===== src/rtl/lcd1602_pkg.sv =====
// Shared constants, types and address helpers for the LCD1602 bus responder.
package lcd1602_pkg;

    // DDRAM address map: line 1 is 0x00-0x27, line 2 is 0x40-0x67
    localparam logic [6:0] DDRAM_LINE1_END  = 7'h27;
    localparam logic [6:0] DDRAM_LINE2_BASE = 7'h40;
    localparam logic [6:0] DDRAM_LINE2_END  = 7'h67;
    localparam int         DDRAM_DEPTH      = 80;
    localparam logic [6:0] DDRAM_LAST_IDX   = 7'd79;
    localparam logic [6:0] DDRAM_BAD_IDX    = 7'h7F;

    // Character written everywhere by Clear Display
    localparam logic [7:0] SPACE_CODE = 8'h20;

    // Instruction opcodes are identified by their leading one bit
    localparam logic [7:0] OP_CLEAR_MASK   = 8'h01;
    localparam logic [7:0] OP_HOME_MASK    = 8'h02;
    localparam logic [7:0] OP_ENTRY_MASK   = 8'h04;
    localparam logic [7:0] OP_DISPLAY_MASK = 8'h08;
    localparam logic [7:0] OP_SHIFT_MASK   = 8'h10;
    localparam logic [7:0] OP_FUNC_MASK    = 8'h20;
    localparam logic [7:0] OP_CGRAM_MASK   = 8'h40;
    localparam logic [7:0] OP_DDRAM_MASK   = 8'h80;

    typedef enum logic [1:0] {
        WAIT_E,
        E_HIGH,
        EXEC
    } bus_state_t;

    typedef enum logic [3:0] {
        INS_NONE,
        INS_CLEAR,
        INS_HOME,
        INS_ENTRY,
        INS_DISPLAY,
        INS_SHIFT,
        INS_FUNC,
        INS_CGRAM,
        INS_DDRAM
    } opcode_t;

    function automatic opcode_t decode_op(input logic [7:0] cmd);
        if ((cmd & OP_DDRAM_MASK) != 8'h00)        return INS_DDRAM;
        else if ((cmd & OP_CGRAM_MASK) != 8'h00)   return INS_CGRAM;
        else if ((cmd & OP_FUNC_MASK) != 8'h00)    return INS_FUNC;
        else if ((cmd & OP_SHIFT_MASK) != 8'h00)   return INS_SHIFT;
        else if ((cmd & OP_DISPLAY_MASK) != 8'h00) return INS_DISPLAY;
        else if ((cmd & OP_ENTRY_MASK) != 8'h00)   return INS_ENTRY;
        else if ((cmd & OP_HOME_MASK) != 8'h00)    return INS_HOME;
        else if ((cmd & OP_CLEAR_MASK) != 8'h00)   return INS_CLEAR;
        else                                       return INS_NONE;
    endfunction

    function automatic logic ddram_legal(input logic [6:0] addr);
        return (addr <= DDRAM_LINE1_END) ||
               ((addr >= DDRAM_LINE2_BASE) && (addr <= DDRAM_LINE2_END));
    endfunction

    // Packs the two 40-character lines into physical rows 0..79
    function automatic logic [6:0] ddram_index(input logic [6:0] addr);
        if (addr <= DDRAM_LINE1_END)
            return addr;
        else if (ddram_legal(addr))
            return addr - 7'h18;
        else
            return DDRAM_BAD_IDX;
    endfunction

    // Address counter step that hops the gaps between the two lines
    function automatic logic [6:0] ac_step(input logic [6:0] ac, input logic inc);
        if (inc) begin
            if (ac == DDRAM_LINE1_END)      return DDRAM_LINE2_BASE;
            else if (ac == DDRAM_LINE2_END) return 7'h00;
            else                            return ac + 7'd1;
        end else begin
            if (ac == 7'h00)                 return DDRAM_LINE2_END;
            else if (ac == DDRAM_LINE2_BASE) return DDRAM_LINE1_END;
            else                             return ac - 7'd1;
        end
    endfunction

endpackage


===== src/rtl/lcd1602_ddram.sv =====
// 80x8 display data RAM: one bus read/write port and one registered read-only mirror port.
module lcd1602_ddram
    import lcd1602_pkg::*;
(
    input  logic       clk,
    input  logic       rst,
    input  logic       we,
    input  logic [6:0] idx,
    input  logic [7:0] wdata,
    output logic [7:0] rdata,
    input  logic [6:0] dbg_idx,
    output logic [7:0] dbg_data
);

    logic [7:0] mem [0:DDRAM_DEPTH-1];

    // Bus-side write; contents deliberately survive reset
    always_ff @(posedge clk) begin
        if (we && (idx <= DDRAM_LAST_IDX))
            mem[idx] <= wdata;
    end

    assign rdata = (idx <= DDRAM_LAST_IDX) ? mem[idx] : 8'h00;

    // Mirror port for inspection, one cycle of latency
    always_ff @(posedge clk) begin
        if (rst)
            dbg_data <= 8'h00;
        else if (dbg_idx <= DDRAM_LAST_IDX)
            dbg_data <= mem[dbg_idx];
        else
            dbg_data <= 8'h00;
    end

endmodule


===== src/rtl/lcd1602_responder.sv =====
// Behavioural HD44780-style LCD1602 bus responder: decodes E/RS/RW/DB transfers,
// maintains AC/BF/mode state and a DDRAM mirror.
module lcd1602_responder
    import lcd1602_pkg::*;
#(
    parameter int BUSY_CYCLES  = 2000,
    parameter int CLEAR_CYCLES = 76000   // must be >= 80 so the clear sweep finishes while busy
) (
    input  logic       clk,
    input  logic       rst,
    input  logic       rs,
    input  logic       rw,
    input  logic       e,
    input  logic [3:0] db_i,
    output logic [3:0] db_o,
    output logic       db_oe,
    input  logic [6:0] dbg_addr,
    output logic [7:0] dbg_data,
    output logic       viol
);

    localparam int MAX_CYC = (CLEAR_CYCLES > BUSY_CYCLES) ? CLEAR_CYCLES : BUSY_CYCLES;
    localparam int CNT_W   = $clog2(MAX_CYC + 1);
    localparam logic [CNT_W-1:0] CNT_ONE    = CNT_W'(1);
    localparam logic [CNT_W-1:0] BUSY_LOAD  = CNT_W'(BUSY_CYCLES);
    localparam logic [CNT_W-1:0] CLEAR_LOAD = CNT_W'(CLEAR_CYCLES);

    logic       e_q1, e_q2, e_d;
    logic       rs_q1, rs_q2;
    logic       rw_q1, rw_q2;
    logic [3:0] db_q1, db_q2;
    logic       e_rise, e_fall;

    bus_state_t state, state_nx;

    logic             nib_low;
    logic [3:0]       hi_nib;
    logic [7:0]       cmd;
    logic             cmd_rs, cmd_rw;
    logic             dl, id;
    logic [2:0]       dcb;
    logic [6:0]       ac;
    logic [CNT_W-1:0] busy_cnt;
    logic             bf;
    logic             clr_active;
    logic [6:0]       clr_idx;
    opcode_t          op;

    logic       ram_we;
    logic [6:0] ram_idx;
    logic [7:0] ram_wdata;
    logic [7:0] ram_rdata;
    logic [7:0] rd_byte;

    // Two-flop synchronizer for the asynchronous bus, plus a delayed E for edge detect
    always_ff @(posedge clk) begin
        if (rst) begin
            e_q1  <= 1'b0; e_q2  <= 1'b0; e_d <= 1'b0;
            rs_q1 <= 1'b0; rs_q2 <= 1'b0;
            rw_q1 <= 1'b0; rw_q2 <= 1'b0;
            db_q1 <= 4'h0; db_q2 <= 4'h0;
        end else begin
            e_q1  <= e;     e_q2  <= e_q1;  e_d <= e_q2;
            rs_q1 <= rs;    rs_q2 <= rs_q1;
            rw_q1 <= rw;    rw_q2 <= rw_q1;
            db_q1 <= db_i;  db_q2 <= db_q1;
        end
    end

    assign e_rise = e_q2 & ~e_d;
    assign e_fall = ~e_q2 & e_d;
    assign bf     = (busy_cnt != '0);
    assign op     = decode_op(cmd);

    // Bus FSM state register
    always_ff @(posedge clk) begin
        if (rst)
            state <= WAIT_E;
        else
            state <= state_nx;
    end

    // Bus FSM next state: a byte completes on the E fall in 8-bit mode or on the low nibble
    always_comb begin
        state_nx = state;
        case (state)
            WAIT_E: if (e_rise) state_nx = E_HIGH;
            E_HIGH: if (e_fall) state_nx = (dl || nib_low) ? EXEC : WAIT_E;
            EXEC:   state_nx = WAIT_E;
            default: state_nx = WAIT_E;
        endcase
    end

    // Transfer capture, instruction/data execution, busy timer and clear sweep
    always_ff @(posedge clk) begin
        if (rst) begin
            nib_low    <= 1'b0;
            hi_nib     <= 4'h0;
            cmd        <= 8'h00;
            cmd_rs     <= 1'b0;
            cmd_rw     <= 1'b0;
            dl         <= 1'b1;
            id         <= 1'b1;
            dcb        <= 3'b000;
            ac         <= 7'h00;
            busy_cnt   <= '0;
            viol       <= 1'b0;
            clr_active <= 1'b0;
            clr_idx    <= 7'h00;
        end else begin
            if (bf)
                busy_cnt <= busy_cnt - CNT_ONE;

            if (clr_active) begin
                clr_idx <= clr_idx + 7'd1;
                if (clr_idx == DDRAM_LAST_IDX)
                    clr_active <= 1'b0;
            end

            if ((state == E_HIGH) && e_fall) begin
                if (dl) begin
                    cmd    <= {db_q2, 4'h0};
                    cmd_rs <= rs_q2;
                    cmd_rw <= rw_q2;
                end else if (!nib_low) begin
                    hi_nib  <= db_q2;
                    nib_low <= 1'b1;
                end else begin
                    cmd     <= {hi_nib, db_q2};
                    cmd_rs  <= rs_q2;
                    cmd_rw  <= rw_q2;
                    nib_low <= 1'b0;
                end
            end

            if (state == EXEC) begin
                if (!cmd_rw && bf) begin
                    viol <= 1'b1;
                end else if (!cmd_rw && !cmd_rs) begin
                    busy_cnt <= BUSY_LOAD;
                    case (op)
                        INS_DDRAM: begin
                            if (ddram_legal(cmd[6:0])) begin
                                ac <= cmd[6:0];
                            end else begin
                                ac   <= 7'h00;
                                viol <= 1'b1;
                            end
                        end
                        INS_FUNC: begin
                            dl      <= cmd[4];
                            nib_low <= 1'b0;
                        end
                        INS_SHIFT: begin
                            if (!cmd[3])
                                ac <= ac_step(ac, cmd[2]);
                        end
                        INS_DISPLAY: dcb <= cmd[2:0];
                        INS_ENTRY:   id  <= cmd[1];
                        INS_HOME: begin
                            ac       <= 7'h00;
                            busy_cnt <= CLEAR_LOAD;
                        end
                        INS_CLEAR: begin
                            ac         <= 7'h00;
                            id         <= 1'b1;
                            busy_cnt   <= CLEAR_LOAD;
                            clr_active <= 1'b1;
                            clr_idx    <= 7'h00;
                        end
                        default: ;
                    endcase
                end else if (!cmd_rw) begin
                    ac       <= ac_step(ac, id);
                    busy_cnt <= BUSY_LOAD;
                end else if (cmd_rs && !bf) begin
                    ac       <= ac_step(ac, id);
                    busy_cnt <= BUSY_LOAD;
                end
            end
        end
    end

    // DDRAM bus port: the clear sweep owns it while running, otherwise it follows AC
    always_comb begin
        ram_we    = 1'b0;
        ram_idx   = ddram_index(ac);
        ram_wdata = cmd;
        if (clr_active) begin
            ram_we    = 1'b1;
            ram_idx   = clr_idx;
            ram_wdata = SPACE_CODE;
        end else if ((state == EXEC) && cmd_rs && !cmd_rw && !bf) begin
            ram_we = 1'b1;
        end
    end

    assign rd_byte = rs_q2 ? ram_rdata : {bf, ac};

    // Read data drive: high nibble first, low nibble on the second pulse in 4-bit mode
    always_ff @(posedge clk) begin
        if (rst) begin
            db_oe <= 1'b0;
            db_o  <= 4'h0;
        end else begin
            db_oe <= e_q2 & rw_q2;
            if (e_q2 && rw_q2)
                db_o <= nib_low ? rd_byte[3:0] : rd_byte[7:4];
            else
                db_o <= 4'h0;
        end
    end

    lcd1602_ddram u_ddram (
        .clk      (clk),
        .rst      (rst),
        .we       (ram_we),
        .idx      (ram_idx),
        .wdata    (ram_wdata),
        .rdata    (ram_rdata),
        .dbg_idx  (ddram_index(dbg_addr)),
        .dbg_data (dbg_data)
    );

endmodule


===== config.mk =====
export PLATFORM = sky130hd
export DESIGN_NAME = lcd1602_responder
export DESIGN_NICKNAME = d
export VERILOG_FILES = /design/src/rtl/lcd1602_pkg.sv /design/src/rtl/lcd1602_ddram.sv /design/src/rtl/lcd1602_responder.sv
export SDC_FILE = /design/constraint.sdc
export NUM_CORES = 1
export LEC_CHECK = 0
export ABC_AREA = 1
export BUFFER_PORTS_ARGS = -buffer_cell sky130_fd_sc_hd__buf_4
export CELL_PAD_IN_SITES_DETAIL_PLACEMENT = 1
export CELL_PAD_IN_SITES_GLOBAL_PLACEMENT = 2
export CORE_MARGIN = 2
export CORE_UTILIZATION = 39
export DETAILED_ROUTE_END_ITERATION = 10
export PLACE_DENSITY = 0.77
export SLEW_MARGIN = 25
export SYNTH_ARGS = -nofsm -noshare
export SYNTH_HDL_FRONTEND = slang
export SYNTH_HIERARCHICAL = 1
export SYNTH_SLANG_ARGS = --single-unit

===== constraint.sdc =====
create_clock -name clk -period 4.2 [get_ports clk]
set_clock_uncertainty 0.1 [all_clocks]
set_input_delay 0.84 -clock clk [delete_from_list [all_inputs] [get_ports clk]]
set_output_delay 0.84 -clock clk [all_outputs]
set_load 0.1 [all_outputs]

==> metrics <==
status complete, no violations; CTS tree yes; Post-synth top cells 1,906 x nand2_1, 640 x edfxtp_1, 406 x nor2_1; # port buffers 29; initial antenna violation count 2; Post-Synth XOR/XNOR Area less than 1%; H-Tree Depth 3; max_cap viols 0; Final ANT Viol Nets 0; met3 GRT Util 3.68%; grt met1 use 41.4%; top-count cell post-synth nand2_1; Final #Nets 4,736; WP data required 4.47 ns; synthesized-area fraction occupied by adder cells less than 1%; met2 Track Usage GR 49.7%; GRT overflow 0; CTS buffer count 85; Initial DRC Count 2,821; Core Area 95,200 um2; clock tree sinks roughly 700; Simple-Gate Fraction of Synth Area 28.8%; largest net degree at the start of global routing 81; worst r2r path cells 17; clk slew on worst S/H paths 0.06 ns; IO Count 30; combinational family with the most area after synthesis simple AND/OR/NAND/NOR gates; ranking of synthesized cells by area edfxtp_1 51%, nand2_1 19%, nand3_1 4.5%; reg2reg start ac[0]$_SDFFE_PP0P_; cell accounting for the most synthesized area edfxtp_1; Synthesized Nets 4,611; total power per unit cell area roughly 400 nW/um2; DR vias 33,200; number of synthesized flops with an enable pin 640; setup violators final 0; setup slack, reg-to-reg about 0.21 ns; GRT busiest layer met2; worst-margin pin slew 0.956 ns; DP Worst Slack -0.0837 ns; Min Clock Period, post-route 3.99 ns; hold depth 3; DRC 0; ys flop type edfxtp_1; Critical Path AT ~4.3 ns; mux cell area share after synthesis 0%; Worst Min Path Start rw; routed len/inst 24.6 um; Worst Slack Setup Final 0.209 ns; clock root cell clkbuf_16; syn_area_per_cell 8.18 um2; worst min-delay path category in2reg; wire length of the first global-routing pass 221,000 um; Post-Layout Cell Count 6,045; dpl cells about 5,900; gpl congestion 0.896; via/cell ratio ~5.5; Design Power 17.3 mW; GRT Total Usage 30.1%; Die Width 314 um; Post-synth ARST share 0%; Post-Syn Instances between 4,000 and 5,000; compound-cell area share of the yosys netlist 9.14%; reg-to-reg endpoint u_ddram/mem[1][6]$_DFFE_PP_; VDD IR-drop max around 0.36 mV; drt total wl 149,000 um; fillers 11,200; Register Area between 20,000 and 25,000 um2; Initial Utilization 39.4%; critical path class reg2reg; RSZ-0062 raised after global routing no; max-slew violations 0; clock tree buffer depth 3; Worst setup SP type register; Synth cell types 49; Final period util 95.0%; CP Capture Type register; flops & latches, synth 720; final hold vios 0; area of the multi-input gates around 15,000 um2; vias in the first global route 33,900; Fin Hold WS 0.276 ns; worst hold path endpoint rw_q1$_SDFF_PP0_; layout cells sized above 1 10.4%; Rel. slew slack 36.1%; CP max FO 31; maximum operating frequency 251 MHz; area share of the largest cell type after synthesis 51.3%; leakage approximately 18 nW; die footprint 98,600 um2; DRT Pass-1 Iters 5; Rows 113; synth warn 6; worst skew pair latency 0.66 ns; die height 314 um; sequential area share after synthesis 55.5%; n_diodes 0; HPWL Detailed 98,100 um; P&R area growth vs syn 16.5%; Syn Std Cell Area between 30,000 and 40,000 um2
[cells in the final DEF (no fill, tap or decap), drive strengths merged, types with 13 or more instances in the layout]
master     n
nand2   1912
edfxtp   640
nor2     417
o21ai    355
nand3    337
buf      308
inv      228
a21oi    141
clkbuf   112
dfxtp     80
o211ai    59
clkinv    47
o221ai    18
nand4     18
a211oi    15
nor3      15
o22ai     13
[per-layer routing]
layer / vias up / part of all wire, %
met5: - / 0.0087
li1: 15400 / -
met2: 960 / 47
met1: 16600 / 44
met3: 221 / 5.8
met4: 2 / 2.7
[registers in the layout, summed over array words and instances (netlist names), 7 cells and up]
| register | flops |
|---|---|
| busy_cnt | 17 |
| clr_idx | 7 |
| ac | 7 |
| u_ddram/mem | 640 |
| cmd | 8 |
| u_ddram/dbg_data | 8 |
[critical path, stage by stage, from the launching register on]
cell,delay (ns)
dfxtp_1,0.33
ha_1,0.24
nand2_1,0.12
nor2_1,0.05
nand2_1,0.16
inv_1,0.10
nor2_1,0.17
inv_1,0.08
nand2_1,0.12
o21a_4,0.24
buf_12,0.28
buf_4,0.22
nand2_1,0.10
clkinv_1,0.13
buf_4,0.19
nand2_1,0.34
nor2_1,0.47
buf_4,0.25
[final cells by class]
cell class	count	area share, %
flip-flops and latches	720	47.7
multi-input cells	3359	33.6
repair buffers	308	6.66
clock buffers	112	5.45
well taps	1265	3.62
inverters	234	2.07
clock inverters	47	0.928
[worst max-delay path by stage]
stage | from | depth (start not counted) | to
2_1_floorplan | ac[3]$_SDFFE_PP0P_ | 15 | u_ddram/mem[16][0]$_DFFE_PP_
3_3_place_gp | dbg_addr[3] | 20 | u_ddram/dbg_data[4]$_SDFF_PP0_
3_5_place_dp | dbg_addr[3] | 20 | u_ddram/dbg_data[4]$_SDFF_PP0_
4_1_cts | ac[0]$_SDFFE_PP0P_ | 25 | db_o[1]$_SDFF_PP0_
5_1_grt | ac[0]$_SDFFE_PP0P_ | 27 | db_o[3]$_SDFF_PP0_
6_report | ac[0]$_SDFFE_PP0P_ | 17 | u_ddram/mem[1][6]$_DFFE_PP_
[where the power goes]
group          switching, mW  leakage, nW  internal [mW]
Sequential            0.0877         6.69           7.77
Clock                   3.14         1.39           4.36
Combinational           1.35         10.1          0.614
[per-stage QoR]
step	setup TNS, ns	instance area, um2	utilization, %
6_report	0	43700	45.9
2_1_floorplan	0	37500	-
3_5_place_dp	-0.0917	40900	43.0
5_1_grt	0	43700	45.9
3_3_place_gp	-0.0221	40900	42.9
4_1_cts	0	43700	45.9
[kinds of logic after synthesis]
family	Yosys count
AO/OA/AOI/OAI	619
adder cells (fa/ha/maj)	12
XOR/XNOR	17
AND/OR/NAND/NOR	2711
buffers and inverters	504
flip-flops	720
[what timing repair did]
item | 4_1_cts | 5_1_grt
resized for setup | 0 | 8
hold buffers | 0 | 0
endpoints found under the setup margin | 0 | 45
setup buffers | 0 | 0
hold endpoints to repair | 0 | 0
Power figures use the tool's default switching activity.
